File: src/rtl/pc_sequencer.sv
// Program counter owner for the ECAP5-DPROC core: boot, sequential fetch,
// branch redirects, interrupt entry/return and debug entry/return.

package ecap5_dproc_pkg;
  localparam logic [31:0] BOOT_ADDRESS      = 32'h0000_0000;
  localparam logic [31:0] INTERRUPT_ADDRESS = 32'hFF00_000A;
  localparam logic [31:0] DEBUG_ADDRESS     = 32'hFF00_000B;
endpackage

module pc_sequencer
  import ecap5_dproc_pkg::*;
#(
  parameter int unsigned PC_STEP     = 4,
  parameter int unsigned IRQ_ENABLED = 1
) (
  input  logic        clk_i,
  input  logic        rst_ni,
  input  logic        stall_i,
  input  logic        branch_valid_i,
  input  logic [31:0] branch_target_i,
  input  logic        irq_i,
  input  logic        irq_enable_i,
  input  logic        mret_i,
  input  logic        debug_req_i,
  input  logic        dret_i,
  output logic [31:0] pc_o,
  output logic        pc_valid_o,
  output logic        flush_o,
  output logic [31:0] epc_o,
  output logic [31:0] dpc_o,
  output logic        in_irq_o,
  output logic        in_debug_o
);

  localparam logic [31:0] STEP   = 32'(PC_STEP);
  localparam logic        IRQ_ON = (IRQ_ENABLED != 0);

  typedef enum logic [1:0] {
    ST_BOOT  = 2'd0,
    ST_RUN   = 2'd1,
    ST_DEBUG = 2'd2
  } state_t;

  state_t      state_q, state_d;
  logic [31:0] pc_q, pc_d;
  logic [31:0] epc_q, epc_d;
  logic [31:0] dpc_q, dpc_d;
  logic        in_irq_q, in_irq_d;
  logic        flush_q, flush_d;

  logic [31:0] seq_pc;
  logic [31:0] br_pc;
  logic [31:0] next_pc;
  logic        irq_take;

  always_ff @(posedge clk_i or negedge rst_ni) begin
    if (!rst_ni) begin
      state_q  <= ST_BOOT;
      pc_q     <= BOOT_ADDRESS;
      epc_q    <= '0;
      dpc_q    <= '0;
      in_irq_q <= 1'b0;
      flush_q  <= 1'b0;
    end else begin
      state_q  <= state_d;
      pc_q     <= pc_d;
      epc_q    <= epc_d;
      dpc_q    <= dpc_d;
      in_irq_q <= in_irq_d;
      flush_q  <= flush_d;
    end
  end

  // next_pc is what would have been fetched had no trap occurred, so a branch
  // losing to an irq/debug entry is resumed through epc/dpc rather than dropped.
  always_comb begin
    seq_pc   = stall_i ? pc_q : pc_q + STEP;
    br_pc    = {branch_target_i[31:2], 2'b00};
    next_pc  = branch_valid_i ? br_pc : seq_pc;
    irq_take = irq_i & irq_enable_i & ~in_irq_q & IRQ_ON;
  end

  always_comb begin
    state_d  = state_q;
    pc_d     = pc_q;
    epc_d    = epc_q;
    dpc_d    = dpc_q;
    in_irq_d = in_irq_q;
    flush_d  = 1'b0;

    unique case (state_q)
      ST_BOOT: begin
        state_d = ST_RUN;
      end

      ST_RUN: begin
        if (debug_req_i) begin
          dpc_d   = next_pc;
          pc_d    = DEBUG_ADDRESS;
          flush_d = 1'b1;
          state_d = ST_DEBUG;
        end else if (irq_take) begin
          epc_d    = next_pc;
          pc_d     = INTERRUPT_ADDRESS;
          flush_d  = 1'b1;
          in_irq_d = 1'b1;
        end else if (mret_i && in_irq_q) begin
          pc_d     = epc_q;
          flush_d  = 1'b1;
          in_irq_d = 1'b0;
        end else if (branch_valid_i) begin
          pc_d    = br_pc;
          flush_d = 1'b1;
        end else begin
          pc_d = seq_pc;
        end
      end

      ST_DEBUG: begin
        if (dret_i) begin
          pc_d    = dpc_q;
          flush_d = 1'b1;
          state_d = ST_RUN;
        end else if (branch_valid_i) begin
          pc_d    = br_pc;
          flush_d = 1'b1;
        end else begin
          pc_d = seq_pc;
        end
      end

      default: begin
        state_d = ST_BOOT;
      end
    endcase
  end

  always_comb begin
    pc_o       = pc_q;
    pc_valid_o = (state_q != ST_BOOT);
    flush_o    = flush_q;
    epc_o      = epc_q;
    dpc_o      = dpc_q;
    in_irq_o   = in_irq_q;
    in_debug_o = (state_q == ST_DEBUG);
  end

endmodule
File: config.mk
export PLATFORM = sky130hd
export DESIGN_NAME = pc_sequencer
export DESIGN_NICKNAME = d
export VERILOG_FILES = /design/src/rtl/pc_sequencer.sv
export SDC_FILE = /design/constraint.sdc
export NUM_CORES = 1
export LEC_CHECK = 0
export ABC_AREA = 0
export CELL_PAD_IN_SITES_DETAIL_PLACEMENT = 1
export CELL_PAD_IN_SITES_GLOBAL_PLACEMENT = 2
export CORE_ASPECT_RATIO = 0.8
export CORE_MARGIN = 4
export CORE_UTILIZATION = 27
export DETAILED_ROUTE_END_ITERATION = 8
export PLACE_DENSITY = 0.78
export SYNTH_ARGS = -nofsm -noshare
export SYNTH_HDL_FRONTEND = slang
export SYNTH_SLANG_ARGS = --single-unit
File: constraint.sdc
create_clock -name clk_i -period 1.75 [get_ports clk_i]
set_input_delay 0.35 -clock clk_i [delete_from_list [all_inputs] [get_ports clk_i]]
set_output_delay 0.35 -clock clk_i [all_outputs]
set_load 0.02 [all_outputs]
# After elaboration in Yosys (flattened, before gate mapping)
# Cells that the tools add are included.
[totals]
ramBits = 0
reg_bits = 100
in_bits = 41
romBits = 0
latchBits = 0
memories = 0
[classes]
shift = 0
reduce_logical = 9
multipliers = 0
n_mux = 18
magnitude_cmp = 0
n_eq_ne = 4
bitwise = 4
add_sub_neg = 1
div = 0
[op_table]
columns = ["operator", "n"]
rows = [
  ["32-bit 2-to-1 mux", 6],
  ["32-bit one-hot mux with 2 select lines", 1],
  ["32-bit by 3-bit adder with 32-bit output (second input constant)", 1],
  ["1-bit 2-to-1 mux", 7],
  ["2-bit one-hot mux with 3 select lines", 1],
  ["3-bit AND reduction", 2],
  ["2-bit nonzero test", 3],
  ["2-bit 2-to-1 mux", 2],
  ["2-bit inequality test (second input constant)", 2],
  ["2-bit AND reduction", 2],
  ["1-bit bitwise AND", 2],
  ["2-bit by 1-bit equality test with 1-bit output (second input constant)", 1],
  ["2-bit equality test (second input constant)", 1],
  ["2-bit zero test", 1],
  ["1-bit inverter", 2],
  ["1-bit one-hot mux with 2 select lines", 1],
  ["1-bit logical AND", 1],
]

# Depth between registers and ports, before layout
# Gate-level depths: netlist of the first run.
[depth]
word_depth = 7
depth_mapped = 9

# Least setup slack after synthesis of the first run
# No wires, ideal clock.
[synth_path]
kind = "register -> register"
from = "reg pc_q[2] (netlist: pc_o[2])"
to = "reg epc_q[20] (netlist: epc_o[20])"
path_buffers = 0
slack_ns = -0.301
path_stages_with_launch = 7
t_arrival_ns = 1.926
required_ns = 1.625
cell_sequence = "dfrtp_1 -> ha_1 -> nand4b_2 -> nor4_4 -> mux2i_1 -> nand2_1 -> mux2_2"
[synth_between]
elab_chain_cells = 3
[synth_rtl]
columns = ["element", "line", "rtl"]
rows = [
  ["from (decl)", "45", "logic [31:0] pc_q, pc_d;"],
  ["from (signal assigned)", "66", "pc_q <= pc_d;"],
  ["32-bit by 3-bit adder with 32-bit output", "77", "seq_pc = stall_i ? pc_q : pc_q + STEP;"],
  ["32-bit 2-to-1 mux", "77", ""],
  ["32-bit 2-to-1 mux", "79", "next_pc = branch_valid_i ? br_pc : seq_pc;"],
  ["to (signal assigned)", "67", "epc_q <= epc_d;"],
  ["to (decl)", "46", "logic [31:0] epc_q, epc_d;"],
]
# Every way passes these cells.
# A chain may end at the register's enable or synchronous reset.

# Final worst setup path of the first run
[layout_path]
from = "reg pc_q[3] (netlist: pc_o[3])"
to = "reg pc_q[29] (netlist: pc_o[29])"
[layout_between]
elab_chain_cells = 7
[layout_rtl]
columns = ["element", "line", "rtl"]
rows = [
  ["32-bit by 3-bit adder with 32-bit output (*)", "77", ""],
  ["32-bit 2-to-1 mux (*)", "77", ""],
  ["32-bit 2-to-1 mux (*)", "111, 124", ""],
  ["32-bit 2-to-1 mux", "107", "end else if (mret_i && in_irq_q) begin"],
  ["32-bit 2-to-1 mux", "102", "end else if (irq_take) begin"],
  ["32-bit 2-to-1 mux", "97", "if (debug_req_i) begin"],
  ["32-bit one-hot mux with 2 select lines (*)", "91", "unique case (state_q)"],
]
# Every way passes the cells marked *; elsewhere a longest branch is shown, timed or not.

==> qor.txt, run 1 <==
ROUTING
---------------------------------------------------------------------------------------
Max layer used ...........................................................         met4
Number of vias in the routed layout ......................................         6457
Detail Route Antenna Nets ................................................            0
Met3 layer wire length in the routed design ..............................      1.49 mm
Number of violations reported at the end of detailed-routing iteration 0 .          481
WL met1 ..................................................................      12.2 mm
DR pass1 iterations ......................................................            5
Vias per inst ............................................................         5.40
DRT Wirelength ...........................................................      26.7 mm
Routed length per placed instance ........................................      22.3 µm
Number of DRC violations after detailed routing ..........................            0
Wire length on met2 ......................................................      12.6 mm

SETUP PATH
---------------------------------------------------------------------------------------
Capturing element type of the critical path ..............................         flop
Terminus of the critical flop-to-flop path ............................... pc_o[29]$_DFFE_PN0P_
Critical path peak fanout ................................................            6
CP max-delay cell ........................................................ sky130_fd_sc_hd__dfrtp_2
Register-to-register setup slack .........................................     -0.24 ns
Start-to-end type of the worst setup path ................................ flop to flop
Critical Path Max Stage Delay ............................................      0.41 ns
Worst EP required ........................................................      1.97 ns
Startpoint kind of the worst setup timing path ...........................         flop
Source of the worst register-to-register timing path ..................... pc_o[3]$_DFFE_PN0P_
Worst r2r path cells .....................................................            7
Arrival time at the worst endpoint .......................................      2.21 ns
Cell-by-cell trace of the critical path .................................. buf_4 -> and4b_2 -> nand4_4 -> buf_12 -> o31a_1 -> o31ai_4 -> o221ai_1

CELLS AND AREA
---------------------------------------------------------------------------------------
Register area ............................................................     2520 µm²
# nets final .............................................................          967
Area growth syn-to-layout ................................................        72.2%
Area of combinational cells with multiple inputs .........................     3820 µm²
Final standard cell utilization of the core ..............................        47.9%
Antenna fix cells ........................................................            0
FILL cells ...............................................................         2331
Fraction of layout instances using a drive strength above 1 ..............        35.6%

STA
---------------------------------------------------------------------------------------
Transition time at the pin with the least slew margin ....................     0.376 ns
Final critical-path share of the clock period ............................         114%
Worst hold margin ........................................................     0.403 ns
Setup repair after global routing missed its margin ......................         true
Headroom to the max-slew limit ...........................................        74.7%
Min Tclk post-route ......................................................      1.99 ns
Max Clock Freq ...........................................................      502 MHz
PnR worst setup slack ....................................................    -0.240 ns
Endpoints failing setup ..................................................           75
Final hold violation count ...............................................            0
Clock Skew ...............................................................   0.00851 ns
Final number of max-transition violations ................................            0

CLOCKING
---------------------------------------------------------------------------------------
H-tree depth .............................................................            3
Worst skew pair latency ..................................................      0.36 ns
TritonCTS clock tree .....................................................        built
Clock-pin transition on the worst setup and hold timing paths ............      0.07 ns
Maximum root-to-sink buffer count ........................................            2
Sinks on the clock net ...................................................          100
Root Buffer Master ....................................................... sky130_fd_sc_hd__clkbuf_16
Total CTS buffers ........................................................            9

GRT
---------------------------------------------------------------------------------------
First-pass GRT wire length ...............................................      41.2 mm
Number of global-route vias before repair ................................         7013
Pin count of the biggest net entering global routing .....................           50
Number of antenna violations at the first check in global routing ........            0
Combined global-route utilization of all metal layers ....................        22.0%
Total grt overflow .......................................................            0

LOGIC SYNTHESIS
---------------------------------------------------------------------------------------
Most area-hungry cell type in the Yosys netlist .......................... sky130_fd_sc_hd__dfrtp_1
Synth warnings ...........................................................            0
Avg Cell Area, Syn .......................................................     8.72 µm²
Top post-synthesis cells by area ......................................... sky130_fd_sc_hd__dfrtp_1 43%, sky130_fd_sc_hd__nand2_1 8.7%, sky130_fd_sc_hd__o21ai_0 4.2%
Number of enable-type register cells in the synthesized netlist ..........            0
Distinct cell type count of the synthesized netlist ......................           70
Share of synthesized flip-flops with an asynchronous set or reset ........         100%
Area of the mapped netlist ...............................................     5800 µm²
Leading post-synthesis cells by instance count ........................... 134 x sky130_fd_sc_hd__nand2_1, 100 x sky130_fd_sc_hd__dfrtp_1, 49 x sky130_fd_sc_hd__o21ai_0
Most frequent cell after synthesis ....................................... sky130_fd_sc_hd__nand2_1
Synthesized net count ....................................................          710
Area share of the leading cell type in the synthesized netlist ...........        43.1%
Seq/Total Area, Yosys ....................................................        43.1%
Synth Register Bits ......................................................          100
Count of mapped cells out of synthesis ...................................          665
Main flop type after synthesis ........................................... sky130_fd_sc_hd__dfrtp_1

JOB
---------------------------------------------------------------------------------------
Max Cap Viol .............................................................            0

FLOORPLANNING
---------------------------------------------------------------------------------------
I/O pin cnt ..............................................................          141
Total die area ...........................................................    23900 µm²
Width of the die .........................................................       172 µm
Die boundary height ......................................................       139 µm
Number of core rows ......................................................           47
Starting density of the core .............................................        27.8%
Placeable Area ...........................................................    20900 µm²

WORST HOLD PATH
---------------------------------------------------------------------------------------
Worst hold-check path type ............................................... input port to asynchronous set/reset pin

PLACE
---------------------------------------------------------------------------------------
Detail Placement HPWL ....................................................      18.9 mm
GPL Wtd Cong .............................................................        0.851
Worst slack after detailed placement .....................................    -0.629 ns
Count of port buffers added during placement .............................          138

POWER
---------------------------------------------------------------------------------------
Total chip power .........................................................      18.2 mW
Static power due to leakage ..............................................      4.59 nW
Power density over the cells .............................................  1820 nW/µm²
Max VDD drop .............................................................       703 µV

RUN STATUS
---------------------------------------------------------------------------------------
Result of the run ........................................................ finished with violations
Violated checks .......................................................... negative setup slack

## cell families (layout without fill, tap and decap cells)
kind of cell / Yosys count / after routing / share of synthesized area [%]
AOI/OAI and AO/OA: 186 / 186 / 22.1
xor gates and xnor gates: 9 / 9 / 1.36
adders and majority gates: 4 / 4 / 0.863
buffers and inverters: 65 / 327 / 4.74
DFF: 100 / 100 / 43.1
muxes: 21 / 21 / 3.88
and+or+nand+nor: 280 / 280 / 23.9
## placed cells by master (no fill, tap or decap), drive strengths merged, types with 14 or more instances in the layout
master	synthesis	final
nor2	44	44
buf	21	163
dlymetal6s2s	0	32
dfrtp	100	100
nor3	18	18
dlygate4sd2	0	42
o31ai	23	23
nand4	14	14
nand2	134	134
clkdlybuf4s50	0	58
a21oi	21	21
clkbuf	33	15
o21ai	56	56
## flip-flops by register name, indices dropped and copies added, names as in the netlist
register / flops
flush_o: 1
dpc_o: 32
in_irq_o: 1
state_q: 2
epc_o: 32
pc_o: 32
## cell type report
type	instances	share of cell area, %
clock buffers	12	2.37
clock inverters	4	0.751
inverters	11	0.413
multi-input cells	500	38.2
flip-flops and latches	100	25.3
well taps	269	3.37
repair buffers	300	29.6
## routing by layer
metal	vias up	GRT usage, %
met3	30	3.73
li1	2940	-
met1	3277	31.6
met2	210	34.7
met5	-	0
met4	0	4.84
## critical path, delay by kind of cell, from the launching register on
kind	cells	cell delay, ns
AOI/OAI and AO/OA	3	0.70
buffers and inverters	2	0.30
DFF	1	0.41
and+or+nand+nor	2	0.44
## power by group
group          switching, mW  leakage (nW)  internal [mW]
clock network          0.943         0.143           1.26
logic                   6.09          3.25           5.22
registers               1.15          1.19           3.50
## worst max-delay path by stage
stage | start | to | slack (ns) | cells past startpoint
final | pc_o[3]$_DFFE_PN0P_ | pc_o[29]$_DFFE_PN0P_ | -0.24 | 7
after global routing | pc_o[2]$_DFFE_PN0P_ | pc_o[12]$_DFFE_PN0P_ | -0.33 | 9
after CTS | pc_o[3]$_DFFE_PN0P_ | pc_o[26]$_DFFE_PN0P_ | -0.18 | 6
after detailed placement | stall_i | pc_o[9]$_DFFE_PN0P_ | -0.63 | 8
after global placement | stall_i | pc_o[10]$_DFFE_PN0P_ | -0.60 | 6
after floorplan | pc_o[6]$_DFFE_PN0P_ | epc_o[20]$_DFFE_PN0P_ | -0.11 | 6
## per-stage QoR
step | cell area (µm²) | instances | TNS [ns]
floorplan | 5940 | 665 | -0.945
global placement | 8510 | 1145 | -37.91
detailed placement | 8510 | 1145 | -43.28
CTS | 9320 | 1178 | -3.13
global route | 9990 | 1196 | -14.45
finish | 9990 | 1196 | -8.44
## timing repair
item / CTS / global route
endpoints found under the hold margin: 13 / 0
hold buffers: 1 / 0
setup endpoints to repair: 133 / 121
gates resized for setup: 170 / 120
pin swaps: 61 / 37
gates cloned: 0 / 2
setup buffers: 17 / 18
(Power assumes the default switching activity.)
==> run 2: changes to the inputs <==
CORE_UTILIZATION = 34   (was 27)
DONT_BUFFER_PORTS = 1   (was default)
PLACE_DENSITY = default   (was 0.78)
PLACE_DENSITY_LB_ADDON = 0.1   (was default)
==> qor.txt, run 2 (synthesis gave the netlist of run 1 again) <==
RUN STATUS
---------------------------------------------------------------------------------------
Result of the run ........................................................ finished with violations
Violated checks .......................................................... negative hold slack, negative setup slack

GRT
---------------------------------------------------------------------------------------
Pin count of the biggest net entering global routing .....................          101   +100%
Combined global-route utilization of all metal layers ....................        22.7%   +0.77 points
Number of global-route vias before repair ................................         5943   -15%
Number of antenna violations at the first check in global routing ........            0   unchanged
Total grt overflow .......................................................            0   unchanged
First-pass GRT wire length ...............................................      34.6 mm   -16%

CLOCKING
---------------------------------------------------------------------------------------
TritonCTS clock tree .....................................................        built
H-tree depth .............................................................            3   unchanged
Worst skew pair latency ..................................................      0.37 ns   about the same
Clock-pin transition on the worst setup and hold timing paths ............      0.08 ns   about the same
Root Buffer Master ....................................................... sky130_fd_sc_hd__clkbuf_16
Maximum root-to-sink buffer count ........................................            2   unchanged
Total CTS buffers ........................................................            9   unchanged
Sinks on the clock net ...................................................          100   unchanged

CELLS AND AREA
---------------------------------------------------------------------------------------
Most common cell after layout, fill and taps aside ....................... sky130_fd_sc_hd__nand2_1
Area growth syn-to-layout ................................................        41.0%
Fraction of layout instances using a drive strength above 1 ..............        36.6%   +1.0 points
Final Instance Count excl. Fillers .......................................          976   -18%
# nets final .............................................................          796   -18%
Leading cell types in the layout, fill and taps excluded ................. 131 x sky130_fd_sc_hd__nand2_1, 91 x sky130_fd_sc_hd__buf_4, 84 x sky130_fd_sc_hd__dfrtp_1, 42 x sky130_fd_sc_hd__nor2_1, 24 x sky130_fd_sc_hd__o21ai_1
Antenna fix cells ........................................................            0   unchanged

POWER
---------------------------------------------------------------------------------------
Power density over the cells .............................................  1980 nW/µm²   +9.1%
Proportion of total power due to net switching ...........................        47.1%   +2.0 points
Static power due to leakage ..............................................      3.43 nW   -25%
P_sw .....................................................................      7.64 mW   -6.7%
Cell-internal power ......................................................      8.58 mW   -14%
Clock share of power .....................................................        14.1%   +2.0 points
Total chip power .........................................................      16.2 mW   -11%
Max VDD drop .............................................................       713 µV   +1.5%
Flop pwr share ...........................................................        34.4%   +8.8 points
Fraction of power consumed by combinational cells ........................        51.5%   -11 points

SETUP PATH
---------------------------------------------------------------------------------------
Arrival time at the worst endpoint .......................................      2.15 ns   -0.06 ns
Critical path peak fanout ................................................            6   unchanged
Critical path origin ..................................................... pc_o[2]$_DFFE_PN0P_
Critical Path Max Stage Delay ............................................      0.40 ns   about the same
Startpoint kind of the worst setup timing path ...........................         flop
Worst EP required ........................................................      2.00 ns   +0.03 ns
Source of the worst register-to-register timing path ..................... pc_o[2]$_DFFE_PN0P_
Start-to-end type of the worst setup path ................................ flop to flop
CP max-delay cell ........................................................ sky130_fd_sc_hd__dfrtp_2
Capturing element type of the critical path ..............................         flop
Cell-by-cell trace of the critical path .................................. ha_4 -> and4b_2 -> nand3_4 -> buf_6 -> o31a_1 -> nor3_4 -> o31ai_1

ROUTING
---------------------------------------------------------------------------------------
Number of vias in the routed layout ......................................         5676   -12%
Number of violations reported at the end of detailed-routing iteration 0 .          277   -42%
DRT Wirelength ...........................................................      23.2 mm   -13%
Routed length per placed instance ........................................      23.7 µm   +6.4%
Detail Route Antenna Nets ................................................            0   unchanged
Vias per inst ............................................................         5.82   +7.7%
DR pass1 iterations ......................................................            4   -1
Number of DRC violations after detailed routing ..........................            0   unchanged

STA
---------------------------------------------------------------------------------------
Headroom to the max-slew limit ...........................................        73.8%   -0.91 points
Final critical-path share of the clock period ............................         109%   -5.1 points
Transition time at the pin with the least slew margin ....................     0.388 ns   +0.0127 ns
Final hold violation count ...............................................          100   +100
Worst hold margin ........................................................    -0.324 ns   -0.727 ns
Final number of max-transition violations ................................            0   unchanged
PnR worst setup slack ....................................................    -0.151 ns   +0.0895 ns
Total negative slack .....................................................     -2.91 ns   +5.53 ns
Endpoints failing setup ..................................................           44   -41%
Min Tclk post-route ......................................................      1.90 ns   -0.0895 ns
Max Clock Freq ...........................................................      526 MHz   +4.7%
Setup repair after global routing missed its margin ......................         true
Clock Skew ...............................................................   0.00951 ns   +0.000997 ns

PLACE
---------------------------------------------------------------------------------------
GPL Wtd Cong .............................................................        0.840   -1.4%
Worst slack after detailed placement .....................................    -0.214 ns   +0.415 ns
Cells after DPL ..........................................................          936   -18%
Count of port buffers added during placement .............................            0   -100%
Detail Placement HPWL ....................................................      15.7 mm   -17%

FLOORPLANNING
---------------------------------------------------------------------------------------
Placeable Area ...........................................................    16700 µm²   -20%
Starting density of the core .............................................        34.8%   +7.0 points
Number of core rows ......................................................           42   -11%
Total die area ...........................................................    19200 µm²   -20%
I/O pin cnt ..............................................................          141   unchanged
Die boundary height ......................................................       125 µm   -10%
Width of the die .........................................................       154 µm   -10%

WORST HOLD PATH
---------------------------------------------------------------------------------------
Worst hold-check path type ............................................... input port to asynchronous set/reset pin

JOB
---------------------------------------------------------------------------------------
Max Cap Viol .............................................................            0   unchanged

-- run 2: cell count changes in the layout (fill, tap and decap cells not counted), sizes merged --
cell / previous run / this run
clkinvlp: 2 / 1
dlygate4sd2: 42 / 0
clkinv: 0 / 1
dlymetal6s2s: 32 / 0
clkdlybuf4s50: 58 / 0
dlygate4sd3: 1 / 0
inv: 11 / 12
buf: 163 / 125
clkdlybuf4s15: 1 / 0
-- run 2: through the flow --
stage	utilization [%]	area [µm²]
2_1_floorplan	-	5940
4_1_cts	45.5	7580
5_1_grt	49.1	8180
3_3_place_gp	41.2	6870
6_report	49.1	8180
3_5_place_dp	41.2	6870
-- run 2: path summary, 6_finish.rpt --
path / to / slack (ns) / cells past startpoint
max: epc_o[30]$_DFFE_PN0P_ / -0.15 / 7
min: dpc_o[23]$_DFFE_PN0P_ / -0.32 / 0
max reg2reg: epc_o[30]$_DFFE_PN0P_ / -0.15 / 7
min reg2reg: in_irq_o$_DFFE_PN0P_ / 0.59 / 2
max in group asynchronous: pc_o[7]$_DFFE_PN0P_ / 1.93 / 0
min in group clk_i: dpc_o[31]$_DFFE_PN0P_ / 0.14 / 1
-- run 2: layer usage --
metal,part of all wire [%],up-vias,track usage (%)
met5,0,-,0
met4,1.5,0,5.56
li1,-,2593,-
met3,7.1,23,6.95
met1,45,2908,30.6
met2,47,152,35.8
-- run 2: critical path: cells and delay by family (launching register included) --
kind,cells,cell delay [ns]
and+or+nand+nor,3,0.73
AOI/OAI and AO/OA,2,0.36
buffers and inverters,1,0.14
adders and majority gates,1,0.16
DFF,1,0.40
-- run 2: layout make-up --
class	count	area, µm²
inverters	11	41.3
clock inverters	5	85.1
fillers	1832	8480
well taps	220	275
flip-flops and latches	100	2520
clock buffers	11	243
multi-input cells	500	3740
repair buffers	129	1270
-- run 2: power groups by stage --
stage	Combinational [mW]	Sequential, mW	Clock, mW
2_1_floorplan	3.78	5.76	0
3_3_place_gp	6.72	5.53	0
3_5_place_dp	6.94	5.60	0
4_1_cts	7.39	5.58	2.33
5_1_grt	9.07	5.75	2.42
6_report	8.35	5.58	2.29
-- run 2: timing repair --
item                                    4_1_cts  5_1_grt
endpoints found under the hold margin       100      100
endpoints found under the setup margin       77       82
pin swaps                                    34       41
gates cloned                                  1        3
buffers inserted                              6       16
gates resized for setup                      69       96
==> run 3: changes to the inputs <==
CORE_UTILIZATION = 41   (was 34)
clock period = 2.4 ns   (was 1.75 ns; I/O delays follow)
==> qor.txt, run 3 (synthesis gave the netlist of run 1 again) <==
CELLS AND AREA
---------------------------------------------------------------------------------------
Most common cell after layout, fill and taps aside ....................... sky130_fd_sc_hd__nand2_1
Fraction of layout instances using a drive strength above 1 ..............        15.0%   -22 points
Area growth syn-to-layout ................................................        13.4%
Final Instance Count excl. Fillers .......................................          862   -12%
Leading cell types in the layout, fill and taps excluded ................. 133 x sky130_fd_sc_hd__nand2_1, 100 x sky130_fd_sc_hd__dfrtp_1, 53 x sky130_fd_sc_hd__buf_4, 49 x sky130_fd_sc_hd__o21ai_0, 44 x sky130_fd_sc_hd__nor2_1
# nets final .............................................................          722   -9.3%
Final standard cell utilization of the core ..............................        48.1%   -1.0 points
Antenna fix cells ........................................................            0   unchanged

CLOCKING
---------------------------------------------------------------------------------------
Worst skew pair latency ..................................................      0.35 ns   -0.02 ns
Sinks on the clock net ...................................................          100   unchanged
Maximum root-to-sink buffer count ........................................            2   unchanged
TritonCTS clock tree .....................................................        built
Root Buffer Master ....................................................... sky130_fd_sc_hd__clkbuf_16
H-tree depth .............................................................            3   unchanged
Clock-pin transition on the worst setup and hold timing paths ............      0.07 ns   about the same
Post_cts resized .........................................................            0   -100%
Total CTS buffers ........................................................            9   unchanged

GRT
---------------------------------------------------------------------------------------
Number of antenna violations at the first check in global routing ........            0   unchanged
Number of global-route vias before repair ................................         5555   -6.5%
Combined global-route utilization of all metal layers ....................        25.0%   +2.3 points
Total grt overflow .......................................................            0   unchanged
First-pass GRT wire length ...............................................      31.6 mm   -8.5%
Pin count of the biggest net entering global routing .....................          101   unchanged

SETUP PATH
---------------------------------------------------------------------------------------
Register-to-register setup slack .........................................      0.25 ns   +0.40 ns
Critical Path Max Stage Delay ............................................      0.40 ns   about the same
Kind of cell with the highest combined delay on the critical path ........ compound AO/OA/AOI/OAI gates
CP max-delay cell ........................................................ sky130_fd_sc_hd__o31ai_1
Worst EP required ........................................................      2.64 ns   +0.64 ns
Worst r2r path cells .....................................................            7   unchanged
Arrival time at the worst endpoint .......................................      2.40 ns   +0.25 ns
Crit path buffers/inverters ..............................................            1   unchanged
Critical path peak fanout ................................................            6   unchanged
Start-to-end type of the worst setup path ................................ flop to flop
Terminus of the critical flop-to-flop path ............................... pc_o[10]$_DFFE_PN0P_
Source of the worst register-to-register timing path ..................... pc_o[3]$_DFFE_PN0P_
Capturing element type of the critical path ..............................         flop
Cell-by-cell trace of the critical path .................................. ha_1 -> and4b_1 -> a21boi_0 -> o31ai_1 -> buf_4 -> o2111ai_1 -> o21a_1
Startpoint kind of the worst setup timing path ...........................         flop
Critical path origin ..................................................... pc_o[3]$_DFFE_PN0P_

STA
---------------------------------------------------------------------------------------
Final number of max-transition violations ................................            0   unchanged
Endpoints failing setup ..................................................            0   -100%
Min Tclk post-route ......................................................      2.15 ns   +0.253 ns
Clock Skew ...............................................................   0.00526 ns   -0.00424 ns
Transition time at the pin with the least slew margin ....................     0.571 ns   +0.183 ns
Max Clock Freq ...........................................................      464 MHz   -12%
Final hold violation count ...............................................          100   unchanged
Worst hold margin ........................................................    -0.184 ns   +0.140 ns
Setup repair after global routing missed its margin ......................        false
Final critical-path share of the clock period ............................        89.8%   -19 points
Total negative slack .....................................................         0 ns   +2.91 ns
Headroom to the max-slew limit ...........................................        61.9%   -12 points

POWER
---------------------------------------------------------------------------------------
Total chip power .........................................................      10.1 mW   -37%
Clock share of power .....................................................        16.8%   +2.7 points
Cell-internal power ......................................................      5.28 mW   -38%
Proportion of total power due to net switching ...........................        47.9%   +0.82 points
Static power due to leakage ..............................................      2.76 nW   -20%
Power density over the cells .............................................  1540 nW/µm²   -22%
Max VDD drop .............................................................       587 µV   -18%
Flop pwr share ...........................................................        40.1%   +5.7 points
Fraction of power consumed by combinational cells ........................        43.1%   -8.4 points
P_sw .....................................................................      4.86 mW   -36%

RUN STATUS
---------------------------------------------------------------------------------------
Violated checks .......................................................... negative hold slack
Result of the run ........................................................ finished with violations

ROUTING
---------------------------------------------------------------------------------------
Number of violations reported at the end of detailed-routing iteration 0 .          355   +28%
Routed length per placed instance ........................................      23.3 µm   -1.9%
DR pass1 iterations ......................................................            4   unchanged
Detail Route Antenna Nets ................................................            0   unchanged
DRT Wirelength ...........................................................      20.1 mm   -13%
Number of vias in the routed layout ......................................         5274   -7.1%
Number of DRC violations after detailed routing ..........................            0   unchanged
Vias per inst ............................................................         6.12   +5.2%

PLACE
---------------------------------------------------------------------------------------
Count of port buffers added during placement .............................            0   unchanged
GPL Wtd Cong .............................................................        0.821   -2.3%
Detail Placement HPWL ....................................................      14.6 mm   -7.1%
Cells after DPL ..........................................................          846   -9.6%

JOB
---------------------------------------------------------------------------------------
Max Cap Viol .............................................................            0   unchanged

WORST HOLD PATH
---------------------------------------------------------------------------------------
Worst hold-check path type ............................................... input port to asynchronous set/reset pin

FLOORPLANNING
---------------------------------------------------------------------------------------
Total die area ...........................................................    16100 µm²   -16%
Number of core rows ......................................................           38   -9.5%
Width of the die .........................................................       141 µm   -8.5%
Starting density of the core .............................................        42.4%   +7.5 points
Die boundary height ......................................................       114 µm   -8.4%
I/O pin cnt ..............................................................          141   unchanged
Placeable Area ...........................................................    13700 µm²   -18%

## run 3: changes by cell type in the layout (fill, tap and decap cells not counted), sizes merged
cell    before  now
bufinv       2    3
clkbuf      15   10
buf        125   55
## run 3: area by class of cell
type / count / area (µm²)
inverter: 11 / 41.3
timing repair buffer: 55 / 438
multi-input combinational: 500 / 3030
clock inverter: 6 / 111
fill: 1582 / 7110
sequential: 100 / 2500
clock buffer: 10 / 229
tap: 180 / 225
## run 3: layer usage
layer	vias up	wire length (µm)	track usage (%)
li1	2437	-	-
met1	2682	9120	34.0
met2	141	9260	40.1
met3	14	1520	7.47
met4	0	178	4.97
met5	-	0	0
## run 3: timing repair
| action | CTS | global route |
|---|---|---|
| hold endpoints to repair | 100 | 100 |
| buffers inserted | 0 | 0 |
| setup endpoints to repair | 0 | 1 |
## run 3: worst max path at each step
stage / end / slack, ns / cells after the start
CTS: dpc_o[20]$_DFFE_PN0P_ / 0.17 / 7
global route: pc_o[10]$_DFFE_PN0P_ / 0.11 / 7
detailed placement: dpc_o[20]$_DFFE_PN0P_ / 0.19 / 7
global placement: dpc_o[20]$_DFFE_PN0P_ / 0.28 / 7
floorplan: epc_o[20]$_DFFE_PN0P_ / 0.35 / 6
finish: pc_o[10]$_DFFE_PN0P_ / 0.25 / 7
## run 3: per-stage QoR
step,setup slack [ns],instance area (µm²)
global placement,0.279,6240
finish,0.246,6580
CTS,0.174,6580
floorplan,0.349,5800
global route,0.115,6580
detailed placement,0.190,6240
## run 3: power by group through the flow
| stage | Clock (mW) | Sequential, mW | Combinational (mW) |
|---|---|---|---|
| floorplan | 0 | 4.15 | 2.65 |
| global placement | 0 | 4.05 | 4.22 |
| detailed placement | 0 | 4.10 | 4.37 |
| CTS | 1.74 | 4.07 | 4.41 |
| global route | 1.79 | 4.20 | 4.85 |
| finish | 1.71 | 4.06 | 4.37 |
